[config.mk]
export PLATFORM = sky130hd
export DESIGN_NAME = mdu_iter_flat
export DESIGN_NICKNAME = d
export VERILOG_FILES = /design/src/rtl/mdu_iter_if.sv /design/src/rtl/mdu_iter.sv /design/src/flat_wrapper.sv
export SDC_FILE = /design/constraint.sdc
export NUM_CORES = 1
export LEC_CHECK = 0
export BUFFER_PORTS_ARGS = -buffer_cell sky130_fd_sc_hd__buf_4
export CAP_MARGIN = 5
export CORE_UTILIZATION = 35
export DETAILED_ROUTE_END_ITERATION = 10
export REMOVE_ABC_BUFFERS = 1
export SLEW_MARGIN = 20
export SYNTH_ARGS = -nofsm -noshare
export SYNTH_HDL_FRONTEND = slang
export SYNTH_SLANG_ARGS = --single-unit
[constraint.sdc]
create_clock -name clk -period 5.6 [get_ports clk]
set_clock_uncertainty 0.05 [all_clocks]
set_input_delay 0.28 -clock clk [delete_from_list [all_inputs] [get_ports clk]]
set_output_delay 0.28 -clock clk [all_outputs]
set_load 0.005 [all_outputs]
[src/rtl/mdu_iter_if.sv]
// Issue/result bundle between the core FSM (master) and the iterative multiply/divide unit (slave).
interface mdu_iter_if #(parameter int WIDTH = 32);
    logic             op_valid;
    logic             op_ready;
    logic [2:0]       op;
    logic [WIDTH-1:0] src_a;
    logic [WIDTH-1:0] src_b;
    logic             busy;
    logic             done;
    logic [WIDTH-1:0] hi;
    logic [WIDTH-1:0] lo;

    modport master (
        output op_valid, op, src_a, src_b,
        input  op_ready, busy, done, hi, lo
    );

    modport slave (
        input  op_valid, op, src_a, src_b,
        output op_ready, busy, done, hi, lo
    );
endinterface

[src/rtl/mdu_iter.sv]
// Iterative MULT/MULTU (shift-add) and DIV/DIVU (restoring) with HI/LO; MTHI/MTLO write in one cycle.
// Latency: done WIDTH+2 cycles after acceptance; with MDU_MUL_EARLY_OUT_EN multiplies finish in n+2 (n = multiplier bit length, min 1).
// Backpressure: op_ready only in IDLE/DONE; requests presented while busy are dropped, never queued.
module mdu_iter #(
    parameter int WIDTH = 32
) (
    input  logic      clk,
    input  logic      rst,
    mdu_iter_if.slave bus
);
    localparam int CW = $clog2(WIDTH);

    typedef enum logic [1:0] {S_IDLE, S_CALC, S_FIX, S_DONE} state_t;

    state_t             state, state_nxt;
    logic [CW-1:0]      cnt;
    logic               is_div, neg_res, neg_rem;
    logic [WIDTH-1:0]   mag_b;
    logic [WIDTH-1:0]   hi_q, lo_q;
    logic [2*WIDTH-1:0] acc;
    logic [2*WIDTH-1:0] mcand;

    logic               accept, is_iter, op_signed, sgn_a, sgn_b;
    logic               last_iter, early;
    logic [WIDTH-1:0]   abs_a, abs_b;
    logic [WIDTH:0]     div_shift;
    logic [WIDTH-1:0]   div_sub;
    logic               div_ge;
    logic [WIDTH-1:0]   quo, rem;
    logic [2*WIDTH-1:0] prod_fix;

    assign accept    = bus.op_valid && bus.op_ready;
    assign is_iter   = !bus.op[2];
    assign op_signed = !bus.op[0];
    assign sgn_a     = op_signed && bus.src_a[WIDTH-1];
    assign sgn_b     = op_signed && bus.src_b[WIDTH-1];
    // Magnitude of the most negative value wraps to itself, which is the correct unsigned 2^(WIDTH-1).
    assign abs_a     = sgn_a ? -bus.src_a : bus.src_a;
    assign abs_b     = sgn_b ? -bus.src_b : bus.src_b;

    // Divide: acc = {remainder, dividend/quotient}; one quotient bit per CALC cycle.
    assign quo       = acc[WIDTH-1:0];
    assign rem       = acc[2*WIDTH-1:WIDTH];
    assign div_shift = {rem, quo[WIDTH-1]};
    assign div_ge    = div_shift >= {1'b0, mag_b};
    assign div_sub   = div_shift[WIDTH-1:0] - mag_b;

    assign prod_fix  = neg_res ? -acc : acc;

`ifdef MDU_MUL_EARLY_OUT_EN
    assign early = !is_div && (mag_b[WIDTH-1:1] == '0);
`else
    assign early = 1'b0;
`endif

    assign last_iter = (cnt == CW'(WIDTH - 1)) || early;

    always_comb begin
        state_nxt = state;
        case (state)
            S_IDLE, S_DONE: begin
                state_nxt = S_IDLE;
                if (accept && is_iter)
                    state_nxt = S_CALC;
            end
            S_CALC:  if (last_iter) state_nxt = S_FIX;
            S_FIX:   state_nxt = S_DONE;
            default: state_nxt = S_IDLE;
        endcase
    end

    always_ff @(posedge clk) begin
        if (rst) begin
            state   <= S_IDLE;
            cnt     <= '0;
            is_div  <= 1'b0;
            neg_res <= 1'b0;
            neg_rem <= 1'b0;
            mag_b   <= '0;
            acc     <= '0;
            mcand   <= '0;
            hi_q    <= '0;
            lo_q    <= '0;
        end else begin
            state <= state_nxt;
            if (accept) begin
                if (is_iter) begin
                    is_div  <= bus.op[1];
                    neg_res <= sgn_a ^ sgn_b;
                    neg_rem <= sgn_a;
                    mag_b   <= abs_b;
                    cnt     <= '0;
                    acc     <= bus.op[1] ? {{WIDTH{1'b0}}, abs_a} : '0;
                    mcand   <= {{WIDTH{1'b0}}, abs_a};
                end else if (bus.op[1:0] == 2'b00) begin
                    hi_q <= bus.src_a;
                end else if (bus.op[1:0] == 2'b01) begin
                    lo_q <= bus.src_a;
                end
            end
            case (state)
                S_CALC: begin
                    cnt <= cnt + CW'(1);
                    if (is_div) begin
                        acc <= div_ge ? {div_sub, quo[WIDTH-2:0], 1'b1}
                                      : {div_shift[WIDTH-1:0], quo[WIDTH-2:0], 1'b0};
                    end else begin
                        if (mag_b[0])
                            acc <= acc + mcand;
                        mcand <= mcand << 1;
                        mag_b <= mag_b >> 1;
                    end
                end
                S_FIX: begin
                    if (is_div) begin
                        // Divide by zero leaves rem = |dividend|, so the sign fix restores src_a in hi.
                        lo_q <= (mag_b == '0) ? '1 : (neg_res ? -quo : quo);
                        hi_q <= neg_rem ? -rem : rem;
                    end else begin
                        hi_q <= prod_fix[2*WIDTH-1:WIDTH];
                        lo_q <= prod_fix[WIDTH-1:0];
                    end
                end
                default: ;
            endcase
        end
    end

    assign bus.op_ready = (state == S_IDLE) || (state == S_DONE);
    assign bus.busy     = (state == S_CALC) || (state == S_FIX);
    assign bus.done     = (state == S_DONE);
    assign bus.hi       = hi_q;
    assign bus.lo       = lo_q;
endmodule
[src/flat_wrapper.sv]
// flat-port wrapper written by rule: the top's interface ports become plain ports
module mdu_iter_flat 
#(
    parameter int WIDTH = 32
)
  (clk, rst, bus_op_valid, bus_op, bus_src_a, bus_src_b, bus_op_ready, bus_busy, bus_done, bus_hi, bus_lo);
  mdu_iter_if #(.WIDTH(WIDTH)) bus_i ();
  input  logic clk;
  input  logic rst;
  input wire logic [$bits(bus_i.op_valid)-1:0] bus_op_valid;
  input wire logic [$bits(bus_i.op)-1:0] bus_op;
  input wire logic [$bits(bus_i.src_a)-1:0] bus_src_a;
  input wire logic [$bits(bus_i.src_b)-1:0] bus_src_b;
  output wire logic [$bits(bus_i.op_ready)-1:0] bus_op_ready;
  output wire logic [$bits(bus_i.busy)-1:0] bus_busy;
  output wire logic [$bits(bus_i.done)-1:0] bus_done;
  output wire logic [$bits(bus_i.hi)-1:0] bus_hi;
  output wire logic [$bits(bus_i.lo)-1:0] bus_lo;
  assign bus_i.op_valid = bus_op_valid;
  assign bus_i.op = bus_op;
  assign bus_i.src_a = bus_src_a;
  assign bus_i.src_b = bus_src_b;
  assign bus_op_ready = bus_i.op_ready;
  assign bus_busy = bus_i.busy;
  assign bus_done = bus_i.done;
  assign bus_hi = bus_i.hi;
  assign bus_lo = bus_i.lo;
  mdu_iter #(.WIDTH(WIDTH)) u_core (.clk(clk), .rst(rst), .bus(bus_i));
endmodule
==> impl_metrics.py <==
metrics = {
    "run_status": {
        "status": "completed",
    },
    "die": {
        "design.core.area_sq_um": 54100,
        "start_util_pct": 35.6,
        "die_area_sq_um": 56000,
        "die_height_um": 237,
        "io_pins": 137,
        "rows": 85,
        "die_width_um": 237,
    },
    "global_route": {
        "grt_pass1_vias": 19300,
        "grt_max_degree": 143,
        "grt_first_pass_wirelength_um": 116000,
        "antenna_found_initial": 2,
        "track_usage_pct": 26.1,
        "grt_overflow_total": 0,
    },
    "pwr": {
        "power_density_nw_per_um2": 405,
        "ir_worst_vdd_v": 0.000260,
        "p_total_w": 0.00886,
        "internal_power_w": 0.00505,
        "pwr-share-comb_pct": 49.2,
        "swShare_pct": 43.0,
        "p_clk_share_pct": 24.4,
        "switching_power_w": 0.00381,
        "cellLeakagePower_nw": 8.41,
        "p_seq_share_pct": 26.4,
    },
    "cells_and_area": {
        "nFillCells": 5622,
        "syn2layout_area_growth_pct": 13.6,
        "final_common_cell": "a21oi_1",
        "diodes": 0,
        "final_util_pct": 40.4,
        "drive_above_1_share_pct": 10.5,
        "final_nets": 2837,
        "layout_common_cells": "a21oi_1 (296), nor2_1 (275), nand2_1 (238)",
        "fin_cells": 3380,
    },
    "sta": {
        "setup_ws_ns": 1.62,
        "maxSlewHeadroom_pct": 26.7,
        "finalSetupViolCount": 0,
        "period_minus_slack_ns": 3.98,
        "rsz0062_at_grt": "false",
        "hold_viol_final": 0,
        "period_share_pct": 71.1,
        "slew_viol_final": 0,
        "tightest_slew_ns": 1.10,
        "max_clock_freq_ghz": 0.251,
        "tns_ns": 0,
    },
    "synth": {
        "synth_fa_ha_area_share_pct": 6.96,
        "synthSimpleGateAreaFrac_pct": 22.3,
        "synth_mux_area_share_pct": 1.47,
        "netlist-cell-type-count": 81,
        "synth_compound_area_share_pct": 30.5,
        "synth_flop_cell": "dfxtp_1",
        "synthArstFlopShare_pct": 0,
        "syn_area_sq_um": 19300,
        "yosys_warnings": 0,
        "synth_top_family_by_area": "compound AO/OA/AOI/OAI gates",
        "synth-seq-area-share_pct": 24.3,
        "synth-edff-count": 0,
        "syn_inst": 2647,
        "synth_xor_area_share_pct": 9.00,
        "synth_seq_cells": 234,
        "syn_avg_cell_area_sq_um": 7.28,
    },
    "setup_path": {
        "end_kind": "register",
        "timing.rr.start": "u_core.acc[37]$_SDFF_PP0_",
        "slowest_stage": "nand3_2",
        "worstReg2RegEnd": "u_core.acc[36]$_SDFF_PP0_",
        "r2r_cells": 12,
        "rrSetupSlack_ns": 1.62,
        "path_cells": "ha_1 -> a21o_1 -> or3_1 -> o21ai_1 -> a2111oi_2 -> o211ai_1 -> nand3_2 -> buf_4 -> nand2_1 -> o21ai_0 -> a221oi_1 -> nor2_1",
        "critical_path_buf_inv_count": 1,
        "cp_max_fo": 32,
        "cp.arrival_ns": 4.39,
        "critical-path-top-delay-family": "compound AO/OA/AOI/OAI gates",
        "cp.required_ns": 6.01,
        "critPathKind": "register to register",
        "critPathMaxStageDelay_ns": 0.58,
        "critPathLaunchType": "register",
    },
    "detailed_routing": {
        "firstDrtPassIters": 8,
        "drt_iter0_drc": 2002,
        "final_antenna_net_count": 0,
        "wl_per_cell_um": 22.3,
        "drc": 0,
        "avgViaCountPerCell": 6.08,
        "vias": 20500,
        "wl_um": 75400,
    },
    "clock_tree": {
        "cts_tree": "built",
        "cts_sinks": 234,
        "cts-htree-levels": 1,
        "clk_pin_slew_worst_paths_ns": 0.06,
        "cts.repair.resized": 0,
        "insertion_delay_ns": 0.61,
        "cts_buffers": 29,
        "clk_path_buf_depth": 3,
        "cts_root_buf": "clkbuf_16",
    },
    "run": {
        "drv_cap": 0,
    },
    "placed_design": {
        "dp_cells": 3324,
        "port_buffers": 136,
        "dpl.hpwl_um": 56600,
        "routabilityCongestion": 0.937,
        "pre_cts_ws_ns": 1.64,
    },
    "min_path": {
        "min_delay_path_depth": 2,
        "hold_end": "u_core.mag_b[27]$_SDFF_PP0_",
        "hp-start": "rst",
        "hold_path.class": "primary input to register",
    },
}
-- power groups by stage --
| stage | combinational, W | clock [W] | sequential, W |
|---|---|---|---|
| final | 0.00436 | 0.00216 | 0.00234 |
| after detailed placement | 0.00430 | 0 | 0.00236 |
| after floorplan | 0.00287 | 0 | 0.00229 |
| after global routing | 0.00477 | 0.00227 | 0.00238 |
| after global placement | 0.00428 | 0 | 0.00235 |
| after CTS | 0.00433 | 0.00220 | 0.00233 |
-- layout make-up --
class	count	area [sq um]	share of cell area [%]
sequential	234	4680	21.4
timing repair buffer	176	1340	6.14
tap	696	871	3.98
clock inverter	16	258	1.18
multi-input combinational	2138	13600	62.1
inverter	82	308	1.41
clock buffer	38	830	3.79
-- synthesized netlist by cell type (all sizes together) (70+ instances only) --
master | n | area share [%]
a21oi | 297 | 7.7
nor2 | 278 | 5.4
nand2 | 240 | 4.7
dfxtp | 234 | 24
a211oi | 191 | 7.5
clkbuf | 168 | 3.3
o21ai | 154 | 4.0
ha | 104 | 6.8
xnor2 | 101 | 4.6
xor2 | 97 | 4.4
inv | 82 | 1.6
nand3 | 70 | 1.8
-- sequential cells by signal (all words and copies together), names as in the netlist --
name / count
u_core.bus.hi: 32
u_core.cnt: 5
u_core.acc: 64
u_core.mcand: 64
u_core.bus.lo: 32
u_core.is_div: 1
u_core.neg_res: 1
u_core.state: 2
u_core.neg_rem: 1
u_core.mag_b: 32
-- metrics by stage --
stage | hold WS [ns] | cell area (sq um)
4_1_cts | 0.00353 | 21900
6_report | 0.0182 | 21900
2_1_floorplan | 0.292 | 18500
3_5_place_dp | 0.417 | 20800
3_3_place_gp | 0.398 | 20800
5_1_grt | 0.0166 | 21900
-- how the worst max path moves through the flow --
stage                                      start                        end  cells after the start
finish                 u_core.acc[37]$_SDFF_PP0_  u_core.acc[36]$_SDFF_PP0_                     12
global route           u_core.acc[37]$_SDFF_PP0_  u_core.acc[34]$_SDFF_PP0_                     12
CTS                    u_core.acc[37]$_SDFF_PP0_  u_core.acc[36]$_SDFF_PP0_                     12
detailed placement     u_core.acc[37]$_SDFF_PP0_  u_core.acc[34]$_SDFF_PP0_                     12
global placement       u_core.acc[56]$_SDFF_PP0_  u_core.acc[35]$_SDFF_PP0_                     11
floorplan           u_core.state[0]$_SDFFE_PP0P_  u_core.acc[25]$_SDFF_PP0_                      8
-- metal layers --
layer	global-route usage, %	vias up	part of all wire [%]
met3	3.16	136	6.7
met1	34.9	9882	43
li1	-	9702	-
met5	0	-	0
met2	43.6	814	47
met4	7.69	0	3.1
-- worst register-to-register path, cell delays in order, from the launching register on --
cell and delay (ns):
dfxtp_1 0.55, ha_1 0.38, a21o_1 0.24, or3_1 0.32
o21ai_1 0.40, a2111oi_2 0.18, o211ai_1 0.23, nand3_2 0.58
buf_4 0.44, nand2_1 0.07, o21ai_0 0.07, a221oi_1 0.27
nor2_1 0.06
-- what timing repair did --
action / in CTS / in global routing
hold buffers: 2 / 0
endpoints found under the hold margin: 2 / 0
buffers inserted: 0 / 0
-- cells by family (layout without fill, tap and decap cells) --
family | after synthesis | count (layout)
AOI/OAI and AO/OA | 911 | 911
adders and majority gates | 106 | 106
and+or+nand+nor | 896 | 896
DFF | 234 | 234
xor gates and xnor gates | 198 | 198
buffers and inverters | 275 | 312
muxes | 27 | 27
Power figures use the tool's default switching activity.
